File: src/rtl/imdct_recursive_engine.sv
// IMDCT synthesis engine: Goertzel/Clenshaw recursion over one coefficient
// frame (s = X + t1*s1 - s2), then one output sample y = s1 - t2*s2.
//
// Ports:
//   clk_in, rst_sys          clock (rising edge), async active-low reset
//   start                    frame start pulse, sampled only when idle
//   frame_len, t1, t2        frame length (0 = NMAX) and Q2.14 twiddles,
//                            latched at start
//   coef_in/valid/ready      coefficient stream handshake
//   y_data/valid/ready       output sample handshake
//   busy                     engine not idle
//   ovf                      output was saturated (valid with y_valid)
//
// Build option: define IMDCT_SAT_EN to saturate y on overflow and report
// it on ovf; otherwise y wraps and ovf is tied low.

module imdct_recursive_engine #(
    parameter int DW   = 32,
    parameter int TW   = 16,
    parameter int FRAC = 14,
    parameter int MW   = 28,
    parameter int NMAX = 256,
    parameter int CNTW = $clog2(NMAX)
) (
    input  logic          clk_in,
    input  logic          rst_sys,
    input  logic          start,
    input  logic [CNTW-1:0] frame_len,
    input  logic [TW-1:0] t1,
    input  logic [TW-1:0] t2,
    input  logic [DW-1:0] coef_in,
    input  logic          coef_valid,
    output logic          coef_ready,
    output logic [DW-1:0] y_data,
    output logic          y_valid,
    input  logic          y_ready,
    output logic          busy,
    output logic          ovf
);

    localparam int PW = TW + MW;

    typedef enum logic [1:0] {
        IDLE  = 2'd0,
        ACCUM = 2'd1,
        FINAL = 2'd2,
        HOLD  = 2'd3
    } state_t;

    state_t                state_q, state_d;
    logic signed [DW-1:0]  s1_q, s1_d;
    logic signed [DW-1:0]  s2_q, s2_d;
    logic [CNTW:0]         cnt_q, cnt_d;
    logic [CNTW:0]         len_q, len_d;
    logic signed [TW-1:0]  t1_q, t1_d;
    logic signed [TW-1:0]  t2_q, t2_d;
    logic [DW-1:0]         y_q, y_d;
    logic                  yv_q, yv_d;
    logic                  ovf_q, ovf_d;

    logic signed [PW-1:0]  p1, p1s;
    logic signed [PW-1:0]  p2, p2s;
    logic signed [DW:0]    yw;
    logic                  hs;

    // Only the low MW state bits reach the multipliers.
    always_comb begin
        p1  = t1_q * $signed(s1_q[MW-1:0]);
        p1s = p1 >>> FRAC;
        p2  = t2_q * $signed(s2_q[MW-1:0]);
        p2s = p2 >>> FRAC;
        yw  = (DW+1)'(s1_q) - (DW+1)'(p2s);
    end

    assign hs = coef_valid && (state_q == ACCUM);

    always_comb begin
        state_d = state_q;
        s1_d    = s1_q;
        s2_d    = s2_q;
        cnt_d   = cnt_q;
        len_d   = len_q;
        t1_d    = t1_q;
        t2_d    = t2_q;
        y_d     = y_q;
        yv_d    = yv_q;
        ovf_d   = ovf_q;
        unique case (state_q)
            IDLE: begin
                if (start) begin
                    t1_d  = t1;
                    t2_d  = t2;
                    len_d = (frame_len == '0) ? (CNTW+1)'(NMAX)
                                              : {1'b0, frame_len};
                    s1_d  = '0;
                    s2_d  = '0;
                    cnt_d = '0;
                    state_d = ACCUM;
                end
            end
            ACCUM: begin
                if (hs) begin
                    s1_d  = $signed(coef_in) + DW'(p1s) - s2_q;
                    s2_d  = s1_q;
                    cnt_d = cnt_q + 1'b1;
                    if (cnt_d == len_q) begin
                        state_d = FINAL;
                    end
                end
            end
            FINAL: begin
                yv_d  = 1'b1;
                ovf_d = 1'b0;
                y_d   = yw[DW-1:0];
`ifdef IMDCT_SAT_EN
                // Top two bits disagree -> result left the DW-bit range.
                if (yw[DW] != yw[DW-1]) begin
                    ovf_d = 1'b1;
                    y_d   = yw[DW] ? {1'b1, {(DW-1){1'b0}}}
                                   : {1'b0, {(DW-1){1'b1}}};
                end
`endif
                state_d = HOLD;
            end
            HOLD: begin
                if (y_ready) begin
                    yv_d    = 1'b0;
                    ovf_d   = 1'b0;
                    state_d = IDLE;
                end
            end
            default: state_d = IDLE;
        endcase
    end

    always_ff @(posedge clk_in or negedge rst_sys) begin
        if (!rst_sys) begin
            state_q <= IDLE;
            s1_q    <= '0;
            s2_q    <= '0;
            cnt_q   <= '0;
            len_q   <= '0;
            t1_q    <= '0;
            t2_q    <= '0;
            y_q     <= '0;
            yv_q    <= 1'b0;
            ovf_q   <= 1'b0;
        end else begin
            state_q <= state_d;
            s1_q    <= s1_d;
            s2_q    <= s2_d;
            cnt_q   <= cnt_d;
            len_q   <= len_d;
            t1_q    <= t1_d;
            t2_q    <= t2_d;
            y_q     <= y_d;
            yv_q    <= yv_d;
            ovf_q   <= ovf_d;
        end
    end

    assign coef_ready = (state_q == ACCUM);
    assign busy       = (state_q != IDLE);
    assign y_data     = y_q;
    assign y_valid    = yv_q;
    assign ovf        = ovf_q;

endmodule

File: config.mk
export PLATFORM = sky130hd
export DESIGN_NAME = imdct_recursive_engine
export DESIGN_NICKNAME = d
export VERILOG_FILES = /design/src/rtl/imdct_recursive_engine.sv
export SDC_FILE = /design/constraint.sdc
export NUM_CORES = 2
export LEC_CHECK = 0
export ABC_AREA = 1
export CORE_ASPECT_RATIO = 1.1
export CORE_MARGIN = 2
export CORE_UTILIZATION = 35
export DETAILED_ROUTE_END_ITERATION = 10
export PLACE_DENSITY = 0.53
export SLEW_MARGIN = 10
export SYNTH_ARGS = -nofsm -noshare
export SYNTH_HDL_FRONTEND = slang
export SYNTH_SLANG_ARGS = --single-unit
File: constraint.sdc
create_clock -name clk_in -period 10.6 [get_ports clk_in]
set_input_delay 1.59 -clock clk_in [delete_from_list [all_inputs] [get_ports clk_in]]
set_output_delay 1.59 -clock clk_in [all_outputs]
set_load 0.02 [all_outputs]
==> impl_metrics.py <==
metrics = {
    "run_status": {
        "status": "finished clean",
    },
    "timing": {
        "maxSlewViolCount": 0,
        "min_period_ns": 9.36,
        "finalSetupViolCount": 0,
        "max_freq_mhz": 107,
        "tns_ns": 0,
        "fin_skew_ns": 0.0267,
        "hold_viol": 0,
        "max_slew.worst_pin.slew_ns": 1.17,
        "relSlewSlack_pct": 22.1,
        "fin_crit_sh_pct": 88.3,
        "rsz0062_at_grt": "false",
    },
    "final_layout": {
        "multi_input_area_mm2": 0.0327,
        "regArea_mm2": 0.00373,
        "layout-drive-gt1-share_pct": 3.09,
        "finalNetCount": 6928,
        "area_growth_pct": 7.90,
        "fillCellCount": 12996,
    },
    "place": {
        "place_hpwl_mm": 113,
        "port_buffers": 111,
        "place.gp.congestion": 0.960,
    },
    "clock_network": {
        "cts_max_path_buffers": 2,
        "cts_sinks": 149,
        "holdBufCountCts": 0,
        "ctsResizeCount": 0,
        "h-tree-depth": 4,
        "cts_tree": "built",
        "cts_root_buf": "clkbuf_16",
        "cts_setup_buffers": 0,
        "clkTransAtPathRegs_ns": 0.08,
        "clk_latency_ns": 0.52,
        "cts_buffers": 17,
    },
    "drt": {
        "wl_met2_mm": 63.5,
        "vias": 34721,
        "wl_per_cell_um": 18.2,
        "route.met3.wl_mm": 6.88,
        "first_iter_violations": 2232,
        "topRoutingLayerUsed": "met4",
        "wl_met1_mm": 61.3,
        "routed_wl_mm": 134,
        "drc": 0,
        "viasPerCell": 4.73,
        "firstDrtPassIters": 8,
        "antenna_left": 0,
    },
    "synthesis": {
        "synth-main-ff-cell": "dfrtp_1",
        "syn_area_per_cell_um2": 7.60,
        "synth_edf_count": 0,
        "yosys.area.top_type": "fa_1",
        "ys_warn_count": 0,
        "synth_seq_cells": 149,
        "synthDistinctLibCells": 58,
        "synth_area_mm2": 0.0434,
        "ys_async_sr_fraction_pct": 100,
        "synth_area_leaders": "fa_1 41%, inv_1 14%, nand2_1 13%",
        "synth_nets": 6957,
        "synth-seq-area-share_pct": 8.59,
        "syn_inst": 5715,
        "synth_top_area_share_pct": 41.0,
    },
    "worst_setup_path": {
        "crit_slowest_cell": "dfrtp_1",
        "critPathRequiredTime_ns": 11.00,
        "reg2reg_from": "t1_q[1]",
        "worst-setup-path-type": "reg -> reg",
        "cp_common_cell": "fa_1",
        "cpPeakStageDelay_ns": 1.12,
        "critical_path_buf_inv_count": 4,
        "crit_path_end_kind": "register",
        "rr_worst_depth": 29,
        "cp-start-kind": "register",
        "cp.arrival_ns": 9.76,
        "cp_max_fo": 28,
        "crit_family": "adder cells",
        "r2r-end": "s1_q[31]",
        "rrSetupSlack_ns": 1.24,
    },
    "worst_hold_path": {
        "min_to": "y_data[27]",
        "hold_path_class": "reg -> reg",
        "hold_path_depth": 2,
        "hold_path.startpoint": "y_data[27]",
    },
    "floorplanning": {
        "dieHeight_um": 373,
        "dieWidth_um": 340,
        "start_util_pct": 35.3,
        "std_cell_rows": 135,
        "coreArea_mm2": 0.123,
        "die-area_mm2": 0.127,
        "io_pins": 113,
    },
    "global_routing": {
        "grt_max_degree": 84,
        "grtUsageTotal_pct": 21.8,
        "grt.overflow.total": 0,
        "antenna_found_initial": 4,
        "grt_pass1_vias": 36245,
        "grt_pass1_wl_mm": 212,
    },
    "flow_run": {
        "max_cap_viol_count": 0,
    },
}
-- logic make-up after synthesis --
group                    count (synthesis)  share of synthesized area [%]
AO/OA/AOI/OAI                          479                           6.41
XOR/XNOR                                88                           1.84
adder cells (fa/ha/maj)               1165                           48.9
buffers and inverters                 1864                           16.2
flip-flops                             149                           8.59
other                                    1                        0.00863
AND/OR/NAND/NOR                       1969                           18.0
-- final cells by class --
cell class,count,share of cell area [%]
Multi-Input combinational cell,3702,69.7
Sequential cell,149,7.96
Clock buffer,18,0.916
Timing Repair Buffer,187,3.59
Clock inverter,14,0.342
Inverter,1629,13.0
Tap cell,1644,4.39
Antenna cell,1,0.00534
-- synthesized netlist by cell type (9+ instances only) --
master / number
xnor2_1: 39
nand3b_1: 11
a21o_1: 17
nand4_1: 16
o21a_1: 10
o21bai_1: 15
a31oi_1: 20
a21oi_1: 174
nand3_1: 87
o21ai_1: 11
inv_1: 1624
dfrtp_1: 149
fa_1: 890
o21ai_0: 135
nor3_1: 31
clkbuf_1: 207
nor2_1: 228
buf_1: 15
nand2_1: 1536
nand2_2: 14
o22ai_1: 42
ha_1: 275
xor2_1: 46
nor4_1: 9
-- stage by stage --
step	instance area (µm²)	utilization [%]	std cells	setup WS (ns)	hold WS, ns
after floorplan	43400	-	5715	3.22	0.463
after global placement	46300	37.6	7311	1.45	0.464
after detailed placement	46300	37.6	7311	1.39	0.467
after CTS	46900	38.1	7343	1.34	0.486
after global routing	46900	38.1	7344	0.731	0.504
final	46900	38.1	7344	1.24	0.480
-- placed cells by master, fill, tap and decap left out, types with 5 or more instances in the layout --
| cell type | Yosys | final |
|---|---|---|
| a21oi_1 | 174 | 173 |
| dfrtp_1 | 149 | 148 |
| o211ai_1 | 7 | 7 |
| a21oi_2 | 7 | 7 |
| o22ai_1 | 42 | 42 |
| o21bai_1 | 15 | 15 |
| a21boi_0 | 7 | 7 |
| clkbuf_16 | 0 | 17 |
| ha_1 | 275 | 275 |
| nand3b_1 | 11 | 11 |
| buf_4 | 6 | 76 |
| a21o_1 | 17 | 17 |
| inv_2 | 4 | 5 |
| nor3_1 | 31 | 31 |
| o21ai_1 | 11 | 11 |
| a31oi_1 | 20 | 20 |
| nor4_1 | 9 | 9 |
| and3_1 | 7 | 7 |
| o21ai_2 | 8 | 8 |
| fa_1 | 890 | 890 |
| or2_2 | 6 | 6 |
| nand2_1 | 1536 | 1534 |
| nand3_2 | 7 | 7 |
| clkdlybuf4s50_1 | 0 | 110 |
| o21a_1 | 10 | 10 |
| xor2_1 | 46 | 46 |
| nand4_1 | 16 | 16 |
| o21ai_0 | 135 | 135 |
| nand2_2 | 14 | 16 |
| a221oi_1 | 6 | 6 |
| xnor2_1 | 39 | 39 |
| nor2_1 | 228 | 228 |
| inv_1 | 1624 | 1624 |
| nand3_1 | 87 | 87 |
-- registers in the layout, indices dropped and copies added (netlist names) --
register,cells
s1_q,32
y_data,32
t1_q,16
s2_q,32
y_valid,1
cnt_q,9
state_q,2
t2_q,16
len_q,9
-- worst max-delay path by stage --
| stage | slack, ns | startpoint | cells after the start | endpoint |
|---|---|---|---|---|
| 2_1_floorplan | 3.22 | s1_q[14] | 37 | s1_q[29] |
| 3_3_place_gp | 1.45 | t1_q[1] | 29 | s1_q[31] |
| 3_5_place_dp | 1.39 | t1_q[1] | 29 | s1_q[31] |
| 4_1_cts | 1.34 | t1_q[1] | 29 | s1_q[31] |
| 5_1_grt | 0.73 | t1_q[1] | 29 | s1_q[31] |
| 6_report | 1.24 | t1_q[1] | 29 | s1_q[31] |
-- worst min-delay path: stages (launching register included) --
cell and delay, ns:
dfrtp_1 0.34, nand2_1 0.05, nand2_1 0.05
-- per-layer routing --
metal	track usage [%]	vias to the layer above
met5	0	-
met4	4.27	0
met3	2.86	103
met2	36.3	851
met1	30.4	17375
li1	-	16392
Power is left out: the tool's default activity adds up to more than one toggle a clock period on the data nets, which glitch-free logic cannot reach.
